--- src/rtl/mmcu_sched.sv ---
// rtl/mmcu_sched.sv - issue sequencer for the 64-lane metric computation array
//
// Accepts received symbols (u, h) over a valid/ready handshake and registers
// them onto the array's shared operand bus. Switching constellation mode
// first drains the array pipeline, then waits for the LUT ROM to settle.
// Issue is gated by downstream buffer credits because the array cannot stall.
//
// Ports:
//   clk, rst                      clock, asynchronous active-high reset
//   in_valid / in_ready           symbol handshake
//   in_u_re, in_u_im, in_h        received symbol and channel gain (Q8.10)
//   in_mode                       constellation mode (0..4 legal, 5..7 illegal)
//   in_last                       last symbol of frame
//   u_re_o, u_im_o, h_o           registered operand bus to the array
//   lut_mode_o, active_num_o      LUT ROM mode select and its point count
//   metric_valid_o, metric_last_o array output qualifiers
//   credit_ret_i                  one downstream buffer slot freed
//   err_mode_o                    sticky illegal-mode flag
//   busy_o                        not in RUN, or issues still in flight

module mmcu_sched #(
    parameter int WORDLENGTH = 18,
    parameter int MODE_W     = 3,
    parameter int PIPE_LAT   = 1,
    parameter int LUT_LAT    = 2,
    parameter int CREDITS    = 8
) (
    input  logic                  clk,
    input  logic                  rst,
    input  logic                  in_valid,
    output logic                  in_ready,
    input  logic [WORDLENGTH-1:0] in_u_re,
    input  logic [WORDLENGTH-1:0] in_u_im,
    input  logic [WORDLENGTH-1:0] in_h,
    input  logic [MODE_W-1:0]     in_mode,
    input  logic                  in_last,
    output logic [WORDLENGTH-1:0] u_re_o,
    output logic [WORDLENGTH-1:0] u_im_o,
    output logic [WORDLENGTH-1:0] h_o,
    output logic [MODE_W-1:0]     lut_mode_o,
    output logic [6:0]            active_num_o,
    output logic                  metric_valid_o,
    output logic                  metric_last_o,
    input  logic                  credit_ret_i,
    output logic                  err_mode_o,
    output logic                  busy_o
);

    localparam int CW = $clog2(CREDITS + 1);
    localparam int SW = (LUT_LAT < 1) ? 1 : $clog2(LUT_LAT + 1);
    localparam logic [MODE_W-1:0] MODE_MAX = MODE_W'(4);

    typedef enum logic [1:0] {SETTLE, RUN, DRAIN} state_t;

    state_t              state, state_nxt;
    logic [SW-1:0]       settle_cnt, settle_cnt_nxt;
    logic [MODE_W-1:0]   pend_mode, pend_mode_nxt;
    logic [MODE_W-1:0]   lut_mode_nxt;
    logic [CW-1:0]       credits;
    logic [PIPE_LAT-1:0] iss_v, iss_l;

    logic mode_illegal, mode_match, switch_req, pipe_empty;
    logic accept, acc_legal, acc_bad;

    assign mode_illegal = (in_mode > MODE_MAX);
    assign mode_match   = (in_mode == lut_mode_o);
    assign pipe_empty   = (iss_v == '0);

    // Illegal modes are swallowed in RUN regardless of the LUT mode, so they
    // never trigger a drain.
    assign in_ready  = (state == RUN) && (credits != '0) &&
                       (mode_match || mode_illegal || !in_valid);
    assign accept    = in_valid && in_ready;
    assign acc_legal = accept && !mode_illegal;
    assign acc_bad   = accept && mode_illegal;
    assign switch_req = (state == RUN) && in_valid && !mode_illegal && !mode_match;

    assign busy_o = (state != RUN) || !pipe_empty;

    always_comb begin
        active_num_o = 7'd4;
        case (lut_mode_o)
            3'd0:    active_num_o = 7'd4;
            3'd1:    active_num_o = 7'd8;
            3'd2:    active_num_o = 7'd16;
            3'd3:    active_num_o = 7'd32;
            3'd4:    active_num_o = 7'd64;
            default: active_num_o = 7'd4;
        endcase
    end

    always_comb begin
        state_nxt      = state;
        settle_cnt_nxt = settle_cnt;
        pend_mode_nxt  = pend_mode;
        lut_mode_nxt   = lut_mode_o;
        case (state)
            SETTLE: begin
                // The edge that takes the counter to zero also enters RUN, so
                // in_ready rises LUT_LAT edges after the LUT select changed.
                if (settle_cnt <= SW'(1)) begin
                    settle_cnt_nxt = '0;
                    state_nxt      = RUN;
                end else begin
                    settle_cnt_nxt = settle_cnt - SW'(1);
                end
            end
            RUN: begin
                if (switch_req) begin
                    pend_mode_nxt = in_mode;
                    state_nxt     = DRAIN;
                end
            end
            DRAIN: begin
                if (pipe_empty) begin
                    lut_mode_nxt   = pend_mode;
                    settle_cnt_nxt = SW'(LUT_LAT);
                    state_nxt      = SETTLE;
                end
            end
            default: state_nxt = SETTLE;
        endcase
    end

    always_ff @(posedge clk or posedge rst) begin
        if (rst) begin
            state      <= SETTLE;
            settle_cnt <= SW'(LUT_LAT);
            pend_mode  <= '0;
            lut_mode_o <= '0;
        end else begin
            state      <= state_nxt;
            settle_cnt <= settle_cnt_nxt;
            pend_mode  <= pend_mode_nxt;
            lut_mode_o <= lut_mode_nxt;
        end
    end

    always_ff @(posedge clk or posedge rst) begin
        if (rst) begin
            credits <= CW'(CREDITS);
        end else begin
            case ({acc_legal, credit_ret_i})
                2'b10:   credits <= credits - CW'(1);
                2'b01:   if (credits != CW'(CREDITS)) credits <= credits + CW'(1);
                default: credits <= credits;
            endcase
        end
    end

    // Issue tracker mirrors the array pipeline depth; metric qualifiers are
    // registered once more to line up with the array's output register.
    if (PIPE_LAT > 1) begin : g_pipe_deep
        always_ff @(posedge clk or posedge rst) begin
            if (rst) begin
                iss_v <= '0;
                iss_l <= '0;
            end else begin
                iss_v <= {iss_v[PIPE_LAT-2:0], acc_legal};
                iss_l <= {iss_l[PIPE_LAT-2:0], in_last};
            end
        end
    end else begin : g_pipe_one
        always_ff @(posedge clk or posedge rst) begin
            if (rst) begin
                iss_v <= '0;
                iss_l <= '0;
            end else begin
                iss_v <= acc_legal;
                iss_l <= in_last;
            end
        end
    end

    always_ff @(posedge clk or posedge rst) begin
        if (rst) begin
            metric_valid_o <= 1'b0;
            metric_last_o  <= 1'b0;
            u_re_o         <= '0;
            u_im_o         <= '0;
            h_o            <= '0;
            err_mode_o     <= 1'b0;
        end else begin
            metric_valid_o <= iss_v[PIPE_LAT-1];
            metric_last_o  <= iss_v[PIPE_LAT-1] & iss_l[PIPE_LAT-1];
            // Operand bus holds between accepts; no bubble zeroing.
            if (acc_legal) begin
                u_re_o <= in_u_re;
                u_im_o <= in_u_im;
                h_o    <= in_h;
            end
            if (acc_bad) begin
                err_mode_o <= 1'b1;
            end
        end
    end

endmodule

--- config.mk ---
export PLATFORM = sky130hd
export DESIGN_NAME = mmcu_sched
export DESIGN_NICKNAME = d
export VERILOG_FILES = /design/src/rtl/mmcu_sched.sv
export SDC_FILE = /design/constraint.sdc
export NUM_CORES = 1
export LEC_CHECK = 0
export BUFFER_PORTS_ARGS = -buffer_cell sky130_fd_sc_hd__buf_4
export CAP_MARGIN = 40
export CORE_MARGIN = 10
export CORE_UTILIZATION = 35
export CTS_CLUSTER_DIAMETER = 120
export DETAILED_ROUTE_END_ITERATION = 12
export GPL_TIMING_DRIVEN = 0
export PLACE_DENSITY = 0.63
export SETUP_SLACK_MARGIN = 0.4
export SYNTH_ARGS = -nofsm -noshare
export SYNTH_HDL_FRONTEND = slang
export SYNTH_SLANG_ARGS = --single-unit
--- constraint.sdc ---
create_clock -name clk -period 5.96 [get_ports clk]
set_input_delay 1.192 -clock clk [delete_from_list [all_inputs] [get_ports clk]]
set_output_delay 1.192 -clock clk [all_outputs]
set_load 0.05 [all_outputs]
==> flow_summary_export.csv, run 1 <==
group,metric,value,unit
placed_design,dp_slack,1.93,ns
sta,period_minus_slack,3.63,ns
global_route,grt_max_degree,47,
final_layout,postLayoutCoreUtil,52.5,%
pwr,ir_drop,389,µV
synth,yosys.cell_types.count,42,
clock_tree,clk_pin_slew,0.08,ns
hold_path,hold_path_class,"reg2reg",
die,die_area,12800,µm²
sta,drv_slew,0,
hold_path,hold_start,"err_mode_o",
clock_tree,clkSinkCount,73,
critical_path,worstSetupPathType,"in2reg",
synth,syn_avg_cell_area,14.8,µm²
sta,final-hold-violation-count,0,
critical_path,reg2reg_slack,2.79,ns
critical_path,crit_arrival,3.91,ns
drt,drtPass1Iterations,4,
die,start_util,36.4,%
drt,drtAntennaViolNets,0,
sta,setup_viol_count_final,0,
critical_path,cp_max_fo,10,
critical_path,r2r-end,"credits[3]",
global_route,use_met2,18.2,%
sta,rsz0062_at_grt,"no",
final_layout,mostFrequentLayoutCell,"buf_4",
final_layout,layout_common_cells,"buf_4, dfrtp_1, mux2_2, clkbuf_8",
die,ioPinCount,131,
clock_tree,ctsResizeCount,0,
drt,route.detailed.drc,0,
hold_path,min_to,"err_mode_o",
global_route,grt_pass1_vias,2329,
sta,post-route-period-util,60.9,%
clock_tree,cts_tree,"done",
sta,finalSetupTns,0,ns
clock_tree,cts_root_buf,"clkbuf_8",
sta,fmax,0.275,GHz
global_route,antenna_found_initial,0,
hold_path,holdPathStages,1,
drt,totalWireLength,7.56,mm
status,status,"completed",
drt,viasPerCell,4.63,
critical_path,cp.required,6.24,ns
critical_path,crit_top_cell,"buf_4",
global_route,grt-ovfl-total,0,
clock_tree,cts.path.max_buffers,2,
die,die_h,113,µm
synth,ys_ff_latch,73,
global_route,grt_busiest_layer,"met2",
pwr,pwr_density_cell,673,nW/µm²
clock_tree,numCtsBuffers,9,
placed_design,io_buffers,127,
critical_path,rr_startpoint,"lut_mode_o[2]",
pwr,total_leakage_power,2.16,nW
global_route,grt_util_all_layers,11.9,%
synth,yosysWarnings,0,
synth,synth-seq-area-share,60.5,%
global_route,grt_util_met1,12.4,%
synth,syn_inst,204,
clock_tree,htree_levels,3,
placed_design,place_congestion,0.795,
drt,vias,2104,
placed_design,dp.final_hpwl,5.94,mm
final_layout,nNetsFinal,409,
global_route,grt_pass1_wl,12.2,mm
sta,finClkSkew,0.00536,ns
synth,synth_flop_cell,"dfrtp_1",
synth,synth_edf_count,0,
clock_tree,insertion_delay,0.34,ns
synth,async_flop_share,100,%
drt,dr.first_iter.drc_count,40,
final_layout,layout-drive-gt1-share,63.3,%
final_layout,area_growth,44.2,%
die,die_w,113,µm
die,coreArea,8300,µm²
global_route,grt_use_met3,8.72,%
final_layout,n_antenna_cell,0,
critical_path,cp_slowest_stage_delay,0.42,ns
flow_run,drv_cap,0,
synth,synth_area,3020,µm²
die,rows,33,
critical_path,crit_family,"simple AND/OR/NAND/NOR gates",
clock_tree,post_cts_buffers,0,
critical_path,cp_slowest_cell,"or4_1",
critical_path,crit_chain,"buf_4 -> xnor2_1 -> nand3_1 -> nor3_4 -> buf_4 -> nand2b_1 -> ha_1 -> a21o_1 -> a211o_1 -> or4_1 -> a21oi_1 -> a31o_1",
drt,wl_per_cell,16.6,µm
critical_path,reg2reg_depth,12,
critical_path,startpoint_type,"input pin",
critical_path,critPathBufInv,2,
clock_tree,hold_buffers,0,
critical_path,endpoint_kind,"flip-flop",
sta,layout_setup_ws,2.33,ns
metrics by stage:
step | hold slack (ns) | area (µm²) | instances | power [mW]
final | 0.486 | 4360 | 454 | 2.93
after global routing | 0.491 | 4360 | 454 | 3.09
after CTS | 0.484 | 4360 | 454 | 2.98
after detailed placement | 0.464 | 4140 | 438 | 2.54
after global placement | 0.467 | 4110 | 437 | 2.51
after floorplan | 0.419 | 3030 | 205 | 2.02
sequential cells by signal (all words and copies together), names as in the netlist:
name            count
metric_valid_o      1
state               2
credits             4
err_mode_o          1
pend_mode           3
u_re_o             18
settle_cnt          2
u_im_o             18
lut_mode_o          3
iss_v               1
metric_last_o       1
iss_l               1
h_o                18
worst register-to-register path: stages, from the launching register on:
cell	delay, ns
dfrtp_1	0.37
buf_2	0.16
xnor2_1	0.17
nand3_1	0.18
nor3_4	0.37
buf_4	0.26
nand2b_1	0.19
ha_1	0.25
a21o_1	0.19
a211o_1	0.27
or4_1	0.42
a21oi_1	0.16
a31o_1	0.12
cell usage after synthesis, types with 2 or more instances:
| cell type | instances | share of area [%] |
|---|---|---|
| dfrtp_1 | 71 | 59 |
| mux2_2 | 60 | 22 |
| buf_2 | 5 | 0.83 |
| nor2_1 | 5 | 0.62 |
| xnor2_1 | 5 | 1.4 |
| inv_1 | 4 | 0.50 |
| nand2_1 | 4 | 0.50 |
| and2_1 | 3 | 0.62 |
| buf_4 | 3 | 0.74 |
| nand2b_1 | 3 | 0.62 |
| o21ai_0 | 3 | 0.50 |
| a21o_1 | 2 | 0.50 |
| dfstp_2 | 2 | 1.7 |
| ha_1 | 2 | 0.83 |
| nor2b_1 | 2 | 0.41 |
| nor3b_1 | 2 | 0.50 |
| o2bb2ai_1 | 2 | 0.58 |
| xor2_1 | 2 | 0.58 |
final cells by class:
cell class / count / area [µm²]
Tap cell: 105 / 131
Buffer: 10 / 62.6
Sequential cell: 73 / 1830
Fill cell: 744 / 3940
Multi-Input combinational cell: 118 / 1120
Clock inverter: 7 / 95.1
Timing Repair Buffer: 128 / 981
Clock buffer: 9 / 124
Inverter: 4 / 17.5
power by group:
group	switching (mW)	leakage (nW)	internal, mW
Clock	0.190	0.109	0.236
Sequential	0.142	0.910	0.731
Combinational	1.08	1.15	0.557
Total	1.41	2.16	1.52
kinds of logic (layout without fill, tap and decap cells):
logic type      after synthesis  after routing  share of synthesized area, %
fa+ha+maj                     3              3                          1.49
buf+inv                      14            158                          2.57
compound gates               17             17                          4.47
mux                          62             62                          23.2
flops                        73             73                          60.5
simple gates                 27             27                          5.63
xor+xnor                      7              7                          2.03
other cells                   1              2                         0.124
worst max path at each step:
stage / slack, ns / depth (start not counted) / startpoint / endpoint
4_1_cts: 2.28 / 12 / in_mode[1] / credits[3]
5_1_grt: 2.09 / 12 / in_mode[1] / credits[3]
3_5_place_dp: 1.93 / 12 / in_mode[1] / credits[3]
3_3_place_gp: 1.89 / 2 / rst / h_o[15]
2_1_floorplan: 2.40 / 11 / in_mode[0] / credits[3]
6_report: 2.33 / 12 / in_mode[1] / credits[3]
metal layers:
metal | vias to the layer above | part of all wire [%]
met5 | - | 0
met2 | 82 | 47
met4 | 0 | 1.4
met3 | 9 | 14
met1 | 1017 | 37
li1 | 996 | -
(Power assumes the default switching activity.)
==> run 2, diff against run 1 <==
Clock period 5.96 ns to 3.5 ns, I/O delays scaled along.
==> flow_summary_export.csv, run 2 (synthesis gave the netlist of run 1 again) <==
group,metric,value,unit
status,status,"completed",
final_layout,layout_common_cells,"buf_4, dfrtp_1, mux2_2, clkbuf_8",
die,die_w,113,µm
final_layout,nNetsFinal,415,
drt,drtPass1Iterations,4,
clock_tree,numCtsBuffers,9,
drt,wl_met3,976,µm
final_layout,mostFrequentLayoutCell,"buf_4",
critical_path,crit_chain,"or3_4 -> o21ai_4 -> nor3_4 -> buf_6 -> nand2b_4 -> ha_1 -> a21o_1 -> a211o_1 -> or4_1 -> a21oi_1 -> a31o_1",
pwr,swShare,47.6,%
final_layout,fill_cells,719,
drt,wl_met2,3.91,mm
clock_tree,cts_root_buf,"clkbuf_8",
placed_design,io_buffers,127,
critical_path,reg2reg_slack,0.58,ns
clock_tree,insertion_delay,0.34,ns
final_layout,multi_input_area,1160,µm²
final_layout,postLayoutCoreUtil,53.7,%
pwr,p_int,2.66,mW
global_route,grt-ovfl-total,0,
drt,dr.max_layer_used,"met4",
critical_path,critPathBufInv,1,
pwr,total_leakage_power,2.22,nW
sta,final-hold-violation-count,0,
drt,route.detailed.drc,0,
clock_tree,cts_tree,"done",
hold_path,hold_path_class,"in2async",
critical_path,cp_max_fo,4,
critical_path,endpoint_kind,"flip-flop",
sta,period_minus_slack,2.92,ns
placed_design,place_congestion,0.746,
final_layout,ff_latch_area,1830,µm²
flow_run,drv_cap,0,
drt,wirelength_met1,2.98,mm
sta,finClkSkew,0.0120,ns
critical_path,worstSetupPathType,"reg2reg",
critical_path,rr_startpoint,"credits[1]",
critical_path,cp_slowest_stage_delay,0.44,ns
final_layout,top_regs,"h_o x18, u_im_o x18, u_re_o x18",
placed_design,dp.final_hpwl,6.05,mm
sta,post-route-period-util,83.3,%
drt,drtAntennaViolNets,0,
die,die_h,113,µm
drt,vias,2139,
global_route,grt_pass1_vias,2459,
die,coreArea,8300,µm²
pwr,clkPwrFrac,14.3,%
pwr,p_comb_share,56.1,%
clock_tree,clk_pin_slew,0.08,ns
final_layout,n_antenna_cell,0,
global_route,grt_util_all_layers,12.2,%
final_layout,layout-drive-gt1-share,65.9,%
die,start_util,36.4,%
global_route,grt_pass1_wl,12.6,mm
die,rows,33,
critical_path,crit_family,"simple AND/OR/NAND/NOR gates",
critical_path,cp.required,3.78,ns
pwr,seqPwrFrac,29.5,%
die,ioPinCount,131,
critical_path,crit_arrival,3.19,ns
clock_tree,hold_buffers,0,
sta,rsz0062_at_grt,"no",
critical_path,cp-startpoint,"credits[1]",
drt,wl_per_cell,17.2,µm
clock_tree,htree_levels,3,
critical_path,cp_slowest_cell,"dfrtp_1",
sta,fmax,0.343,GHz
global_route,grt_max_degree,44,
pwr,pwr_density_cell,1140,nW/µm²
critical_path,startpoint_type,"flip-flop",
drt,totalWireLength,7.92,mm
clock_tree,cts.path.max_buffers,2,
placed_design,dp_slack,-0.0660,ns
sta,drv_slew,0,
pwr,ir_drop,739,µV
die,die_area,12800,µm²
sta,layout_setup_ws,0.583,ns
drt,viasPerCell,4.65,
global_route,antenna_found_initial,0,
final_layout,area_growth,47.3,%
sta,setup_viol_count_final,0,
pwr,power_switching,2.41,mW
drt,dr.first_iter.drc_count,55,
clock_tree,clkSinkCount,73,
==> run 2: changes by cell type in the layout (fill, tap and decap cells not counted), sizes merged <==
cell / previous run / this run
buf: 137 / 143
clkbuf: 10 / 12
clkinv: 4 / 3
clkinvlp: 1 / 0
==> run 2: area by class of cell <==
class	count	area share, %
tap	105	2.95
clock inverter	5	1.77
multi-input combinational	118	26.0
inverter	4	0.393
timing repair buffer	134	23.0
buffer	10	1.49
clock buffer	11	3.18
sequential	73	41.1
==> run 2: per-layer routing <==
layer / vias to the layer above / GRT usage [%]
met1: 1061 / 12.3
met5: - / 0
met4: 0 / 3.55
met3: 4 / 8.45
li1: 1001 / -
met2: 73 / 20.0
==> run 2: worst paths after layout <==
path                                      end  depth (start not counted)
min in group clk                metric_last_o                          1
worst max register to register     credits[3]                         11
max in group asynchronous          credits[3]                          3
worst max-delay path               credits[3]                         11
worst min register to register  metric_last_o                          1
worst min-delay path                u_im_o[0]                          2
==> run 2: power by group through the flow <==
stage          Clock (mW)  Sequential, mW  Combinational [mW]
2_1_floorplan           0            2.65               0.791
3_3_place_gp            0            1.49                2.80
3_5_place_dp            0            1.51                2.83
4_1_cts             0.758            1.50                2.85
5_1_grt             0.794            1.56                3.00
6_report            0.726            1.50                2.85
==> run 2: what timing repair did <==
item,CTS,global route
gates cloned,0,0
pin swaps,2,0
setup buffers,2,4
setup endpoints to repair,1,1
resized for setup,1,7
==> run 2: metrics by stage <==
stage          setup TNS, ns  std cells  power (mW)  hold slack, ns  cell area [µm²]
4_1_cts                    0        456        5.11           0.356             4380
2_1_floorplan              0        205        3.44           0.419             3030
6_report                   0        460        5.07           0.369             4450
3_3_place_gp           -4.39        437        4.29           0.447             4110
3_5_place_dp         -0.0660        438        4.34           0.450             4140
5_1_grt                    0        460        5.35           0.369             4450
